`config.mk`:
```
export PLATFORM = sky130hd
export DESIGN_NAME = bit_slice_loader_flat
export DESIGN_NICKNAME = d
export VERILOG_FILES = /design/src/rtl/bit_slice_loader_if.sv /design/src/rtl/bit_slice_loader.sv /design/src/flat_wrapper.sv
export SDC_FILE = /design/constraint.sdc
export NUM_CORES = 1
export LEC_CHECK = 0
export CORE_MARGIN = 3
export CORE_UTILIZATION = 45
export CTS_BUF_LIST = sky130_fd_sc_hd__clkbuf_16
export DETAILED_ROUTE_END_ITERATION = 8
export HOLD_SLACK_MARGIN = 0.05
export PLACE_DENSITY = 0.83
export SKIP_LAST_GASP = 1
export SYNTH_ARGS = -nofsm -noshare
export SYNTH_HDL_FRONTEND = slang
export SYNTH_SLANG_ARGS = --single-unit
```
`constraint.sdc`:
```
create_clock -name clk -period 5.54 [get_ports clk]
set_input_delay 1.108 -clock clk [delete_from_list [all_inputs] [get_ports clk]]
set_output_delay 1.108 -clock clk [all_outputs]
set_load 0.01 [all_outputs]
```
`src/rtl/bit_slice_loader_if.sv`:
```
// rtl/bit_slice_loader_if.sv - input word stream bundle for bit_slice_loader
interface bit_slice_loader_if #(
    parameter int WORD_W = 25
) ();
    logic              in_valid;
    logic [WORD_W-1:0] in_word;
    logic              in_ready;

    modport master (output in_valid, output in_word, input in_ready);
    modport slave  (input in_valid, input in_word, output in_ready);
endinterface

```
`src/rtl/bit_slice_loader.sv`:
```
// rtl/bit_slice_loader.sv - gathers one bit column from DEPTH words into pipe; optional SLICE_PARITY_EN
module bit_slice_loader #(
    parameter int WORD_W = 25,
    parameter int DEPTH  = 64,
    parameter int IDX_W  = 5
) (
    input  logic               clk,
    input  logic               rst,
    input  logic               readData,
    input  logic [IDX_W-1:0]   num,
    bit_slice_loader_if.slave  in_if,
    output logic [DEPTH-1:0]   pipe,
    output logic               busy,
    output logic               done,
    output logic               err
`ifdef SLICE_PARITY_EN
    ,
    output logic               parity
`endif
);
    localparam int CNT_W = (DEPTH > 1) ? $clog2(DEPTH) : 1;
    localparam logic [IDX_W:0]   WORD_LIM = (IDX_W + 1)'(WORD_W);
    localparam logic [CNT_W-1:0] LAST_N   = CNT_W'(DEPTH - 1);

    typedef enum logic [1:0] {IDLE, LOAD, DONE} state_t;

    state_t             state;
    state_t             state_nxt;
    logic [IDX_W-1:0]   num_q;
    logic [CNT_W-1:0]   n;
    logic               start;
    logic               xfer;
    logic [IDX_W-1:0]   sel;
    logic               slice_bit;
    logic [DEPTH-1:0]   pipe_nxt;

    always_ff @(posedge clk or posedge rst) begin
        if (rst) state <= IDLE;
        else     state <= state_nxt;
    end

    always_comb begin
        state_nxt      = state;
        start          = 1'b0;
        xfer           = 1'b0;
        in_if.in_ready = 1'b0;
        busy           = 1'b0;
        done           = 1'b0;
        case (state)
            IDLE: begin
                if (readData) begin
                    start     = 1'b1;
                    state_nxt = LOAD;
                end
            end
            LOAD: begin
                in_if.in_ready = 1'b1;
                busy           = 1'b1;
                xfer           = in_if.in_valid;
                if (xfer && n == LAST_N) state_nxt = DONE;
            end
            DONE: begin
                done      = 1'b1;
                state_nxt = IDLE;
            end
            default: state_nxt = IDLE;
        endcase
    end

    // Column is counted from the MSB; an out-of-range column reads as zero via err.
    assign sel       = IDX_W'(WORD_W - 1) - num_q;
    assign slice_bit = ~err & in_if.in_word[sel];

    always_comb begin
        pipe_nxt    = pipe;
        pipe_nxt[n] = slice_bit;
    end

    always_ff @(posedge clk or posedge rst) begin
        if (rst) begin
            num_q  <= '0;
            n      <= '0;
            pipe   <= '0;
            err    <= 1'b0;
`ifdef SLICE_PARITY_EN
            parity <= 1'b0;
`endif
        end else if (start) begin
            num_q  <= num;
            n      <= '0;
            pipe   <= '0;
            err    <= ({1'b0, num} >= WORD_LIM);
`ifdef SLICE_PARITY_EN
            parity <= 1'b0;
`endif
        end else if (xfer) begin
            pipe <= pipe_nxt;
            if (n != LAST_N) n <= n + 1'b1;
`ifdef SLICE_PARITY_EN
            if (n == LAST_N) parity <= ^pipe_nxt;
`endif
        end
    end
endmodule

```
`src/flat_wrapper.sv`:
```
// flat-port wrapper written by rule: the top's interface ports become plain ports
module bit_slice_loader_flat 
#(
    parameter int WORD_W = 25,
    parameter int DEPTH  = 64,
    parameter int IDX_W  = 5
)
  (clk, rst, readData, num, pipe, busy, done, err, in_if_in_valid, in_if_in_word, in_if_in_ready);
  bit_slice_loader_if #(.WORD_W(WORD_W)) in_if_i ();
  input  logic clk;
  input  logic rst;
  input  logic readData;
  input  logic [IDX_W-1:0] num;
  output logic [DEPTH-1:0] pipe;
  output logic busy;
  output logic done;
  output logic err;
  input wire logic [$bits(in_if_i.in_valid)-1:0] in_if_in_valid;
  input wire logic [$bits(in_if_i.in_word)-1:0] in_if_in_word;
  output wire logic [$bits(in_if_i.in_ready)-1:0] in_if_in_ready;
  assign in_if_i.in_valid = in_if_in_valid;
  assign in_if_i.in_word = in_if_in_word;
  assign in_if_in_ready = in_if_i.in_ready;
  bit_slice_loader #(.WORD_W(WORD_W), .DEPTH(DEPTH), .IDX_W(IDX_W)) u_core (.clk(clk), .rst(rst), .readData(readData), .num(num), .in_if(in_if_i), .pipe(pipe), .busy(busy), .done(done), .err(err));
endmodule
```
---- Word-level counts from Yosys, hierarchy flattened ----
Cells that the tools add are included.
Widths: inputs -> output; s select.
storage, ports and cells
  flip-flop bits (word level) ............. 78
  word-level logic and storage cells ...... 44
cells by class
  magnitude comparators ................... 4
  equality and inequality tests ........... 6
  bitwise logic cells ..................... 2
  add/subtract/negate cells ............... 2
  reductions and logical operators ........ 7
  mux-type cells .......................... 18
operator list
  kind                 number
  $mux 64              2
  $bwmux 64            1
  $mux 6               3
  $lt 6x7->1 const B   1
  $mux 1               7
  $add 6x1->6 const B  1
  $demux 1 s6          1
  $eq 6x6->1 const B   1
  $ge 6x1->1 const B   1
  $lt 5x6->1 const B   1
  $ne 6x6->1 const B   1
  $bmux 1 s5           1
  $ge 5x5->1 const B   1
  $sub 5x5->5 const A  1
  $mux 2               2
  $pmux 2 s2           1
  $reduce_and 2->1     2
  $reduce_bool 2->1    2
  $eq 2x1->1 const B   1
  $eq 2x2->1 const B   1
  $logic_and 1x1->1    2
  $logic_not 2->1      1
  $ne 2x1->1 const B   1
  $ne 2x2->1 const B   1
  2 further kinds      2

---- Logic depth before layout (Yosys ltp) ----
  depth after elaboration ................. 7
  mapped depth ............................ 11
  depth with buffers taken out ............ 8

---- Worst setup path after synthesis ----
Ideal clock, no wire load.
  path kind ............................... input port to flip-flop
  from .................................... input port in_if_in_word[15]
  to ...................................... register u_core.pipe[14]
  data required time ...................... 5404 ps
  stages on the path ...................... 7
  library setup time ...................... 136 ps
  setup slack ............................. 2579 ps
  arrival ................................. 2825 ps
  cell sequence ........................... mux4_2 nand2_1 o21ai_1 a22o_1 o41ai_4 buf_6 o31ai_1
between the ends
  longest elaborated chain between the ends .. 6
ends and longest elaborated chain
  element                       RTL line                text
  start, declared               flat_wrapper.sv:19      input wire logic [$bits(in_if_i.in_word)-1:0] in_if_in_word;
  $bmux 1 s5                    bit_slice_loader.sv:72  assign slice_bit = ~err & in_if.in_word[sel];
  $mux 1 (implied by the code)  bit_slice_loader.sv:72
  $and 1x1->1                   bit_slice_loader.sv:72
  $bwmux 64                     bit_slice_loader.sv:76  pipe_nxt[n] = slice_bit;
  $mux 64                       bit_slice_loader.sv:96  end else if (xfer) begin
  $mux 64                       bit_slice_loader.sv:88  end else if (start) begin
  end signal, assigned          bit_slice_loader.sv:97  pipe <= pipe_nxt;
  end, declared                 bit_slice_loader.sv:12  output logic [DEPTH-1:0] pipe,
Every way passes these cells. The select of a mux whose other input is x is not followed.
A chain may end at the register's enable or synchronous reset.

---- Final worst setup path ----
  from .................................... register u_core.num_q[0]
  to ...................................... register u_core.pipe[32]
between the ends
  longest elaborated chain between the ends .. 7
ends and longest elaborated chain
  element                       RTL line                text
  start, declared               bit_slice_loader.sv:29  logic [IDX_W-1:0] num_q;
  start signal, assigned        bit_slice_loader.sv:89  num_q <= num;
  $sub 5x5->5                   bit_slice_loader.sv:71  assign sel = IDX_W'(WORD_W - 1) - num_q;
  $bmux 1 s5                    bit_slice_loader.sv:72
  $mux 1 (implied by the code)  bit_slice_loader.sv:72
  $and 1x1->1                   bit_slice_loader.sv:72
  $bwmux 64                     bit_slice_loader.sv:76
  $mux 64                       bit_slice_loader.sv:96
  $mux 64                       bit_slice_loader.sv:88
Every way passes these cells. The select of a mux whose other input is x is not followed.

==> metrics.yaml <==
status: "finished clean"
fin_nets: 559
port_buffers: 101
ant_nets: 0
yosysSeqAreaShare: 0.470
yosysWarningCount: 0
clk_latency_ns: 0.33
setup_ws_ns: 1.99
worstMarginPinSlew_ns: 1.37
ctsHoldBuffers: 0
layout_commonest_cell: "clkdlybuf4s50_1"
initial_core_util: 0.469
preCtsSetupSlack_ns: 1.83
boundaryPins: 102
n_fill_cell: 713
rsz0062_at_grt: "false"
synthTopCellsByArea: "dfrtp_1, o31ai_1, nand2_1"
worstPathRequired_ns: 5.69
postPlaceCellArea_mm2: 0.00509
skew_ns: 0.00612
cts_root_buf: "clkbuf_16"
postCtsResizedCells: 0
finalHoldViolCount: 0
synth-async-reset-ratio: 1.00
slew_violations: 0
grt_max_degree: 69
clock-sinks: 78
worstPathMaxFanout: 64
antenna_found_initial: 0
drive_gt1_frac: 0.0873
hold_class: "reg -> reg"
drv_cap: 0
cts_buffers: 9
via_count: 3784
drc: 0
cts.path.max_buffers: 2
grt_pass1_wl_um: 17600
wirelength_um: 11300
p_per_area_mw_per_mm2: 385
yosysUniqueCellTypes: 51
die_h_um: 102
fin_area_mm2: 0.00537
num_antenna_cells: 0
p_leak_nw: 2.13
final_cell_mix: "clkdlybuf4s50_1, nand2_1, dfrtp_1, nand3_1, o31ai_1"
drt_iter0_drc: 303
postCtsSetupBuffers: 0
yosys.area.top_type_share: 0.470
core_area_mm2: 0.00885
slew_headroom: 0.0805
clock.fmax_mhz: 282
fin_crit_sh: 0.641
htreeDepth: 3
syn_area_mm2: 0.00415
cp-end-kind: "flop"
cts_tree: "done"
die_w_um: 102
start_kind: "flop"
synth_flop_cell: "dfrtp_1"
drt-pass1-iter-count: 5
synth_edf_count: 0
vias_per_cell: 5.96
grt_usage: 0.216
drt-wirelength-per-cell_um: 17.9
syn_inst: 443
syn-num-nets: 479
ys_ff_latch: 78
final_util: 0.607
ir_worst_vdd_mv: 0.275
layout_min_cycle_time_ns: 3.55
setup.worst_path.class: "reg -> reg"
hpwl_um: 7480
grt_pass1_vias: 3546
setup_viol: 0
synth_area_per_cell_um2: 9.37
place.gp.congestion: 0.816
arrival_ns: 3.70
area_growth_pct: 29.4
finalSetupTns_ns: 0
rows: 34
clk_pin_slew_ns: 0.06
synth_top_area_cell: "dfrtp_1"
gr-total-overflow: 0
die_area_mm2: 0.0104
regArea_mm2: 0.00195
multi_input_area_mm2: 0.00195
[power by group]
group	leakage [nW]	internal, mW	switching, mW
clock	0.142	0.341	0.223
combinational	0.916	0.289	0.471
sequential	1.07	0.639	0.106
[final timing paths]
kind | startpoint | endpoint | slack, ns | cells after the start
max | u_core.num_q[0]$_DFFE_PP0P_ | u_core.pipe[32]$_DFFE_PP0P_ | 1.99 | 9
min | u_core.pipe[6]$_DFFE_PP0P_ | u_core.pipe[6]$_DFFE_PP0P_ | 0.50 | 2
max reg2reg | u_core.num_q[0]$_DFFE_PP0P_ | u_core.pipe[32]$_DFFE_PP0P_ | 1.99 | 9
min reg2reg | u_core.pipe[6]$_DFFE_PP0P_ | u_core.pipe[6]$_DFFE_PP0P_ | 0.50 | 2
max in group asynchronous | rst | u_core.pipe[4]$_DFFE_PP0P_ | 3.26 | 3
min in group asynchronous | rst | u_core.state[0]$_DFFE_PP0P_ | 1.30 | 2
[sequential cells by signal, summed over array words and instances, names as in the netlist]
signal,count
u_core.num_q,5
u_core.n,6
u_core.pipe,64
u_core.state,2
u_core.err,1
[through the flow]
step,power [mW],instances,hold slack [ns]
after global placement,1.47,620,0.488
after floorplan,1.36,443,0.536
final,2.07,635,0.499
after global routing,2.17,635,0.529
after CTS,2.06,635,0.504
after detailed placement,1.51,620,0.491
[layer usage]
metal	global-route usage	part of all wire	vias to the layer above
met4	0.0797	0.021	0
met2	0.361	0.50	183
met1	0.285	0.41	1823
li1	-	-	1758
met3	0.0314	0.070	20
met5	0	0	-
[final cells by class]
type	instances	area share
multi-input cells	325	0.364
repair buffers	104	0.192
clock inverters	6	0.0100
inverters	5	0.00349
clock buffers	9	0.0419
well taps	108	0.0252
flip-flops and latches	78	0.363
[logic make-up (layout without fill, tap and decap cells)]
group / count (synthesis) / count (layout) / share of synthesized area
AO/OA/AOI/OAI: 90 / 90 / 0.167
buffers and inverters: 40 / 124 / 0.0600
flip-flops: 78 / 78 / 0.470
XOR/XNOR: 4 / 4 / 0.00844
AND/OR/NAND/NOR: 219 / 219 / 0.249
adder cells (fa/ha/maj): 2 / 2 / 0.00602
multiplexers: 10 / 10 / 0.0392
[synth_stat cells, types with 4 or more instances]
cell type and instances:
nand3_1 58, clkbuf_1 20, clkbuf_8 4, mux2_2 4, dfrtp_1 78, nand4_1 4
o31ai_1 52, nand2b_1 5, o22ai_1 6, buf_6 7, and2b_2 4, nand2_1 94
o21ai_0 9, inv_1 5, nor3_1 11, nor2_1 23, o22ai_2 5
[worst max-delay path, stage by stage (launching register included)]
cell     delay (ns)
dfrtp_1        0.56
inv_1          0.21
ha_1           0.58
mux2_2         0.40
mux2i_1        0.13
o21ai_1        0.07
a22o_1         0.24
o41ai_4        0.34
buf_4          0.62
o31ai_1        0.20
Power figures use the tool's default switching activity.
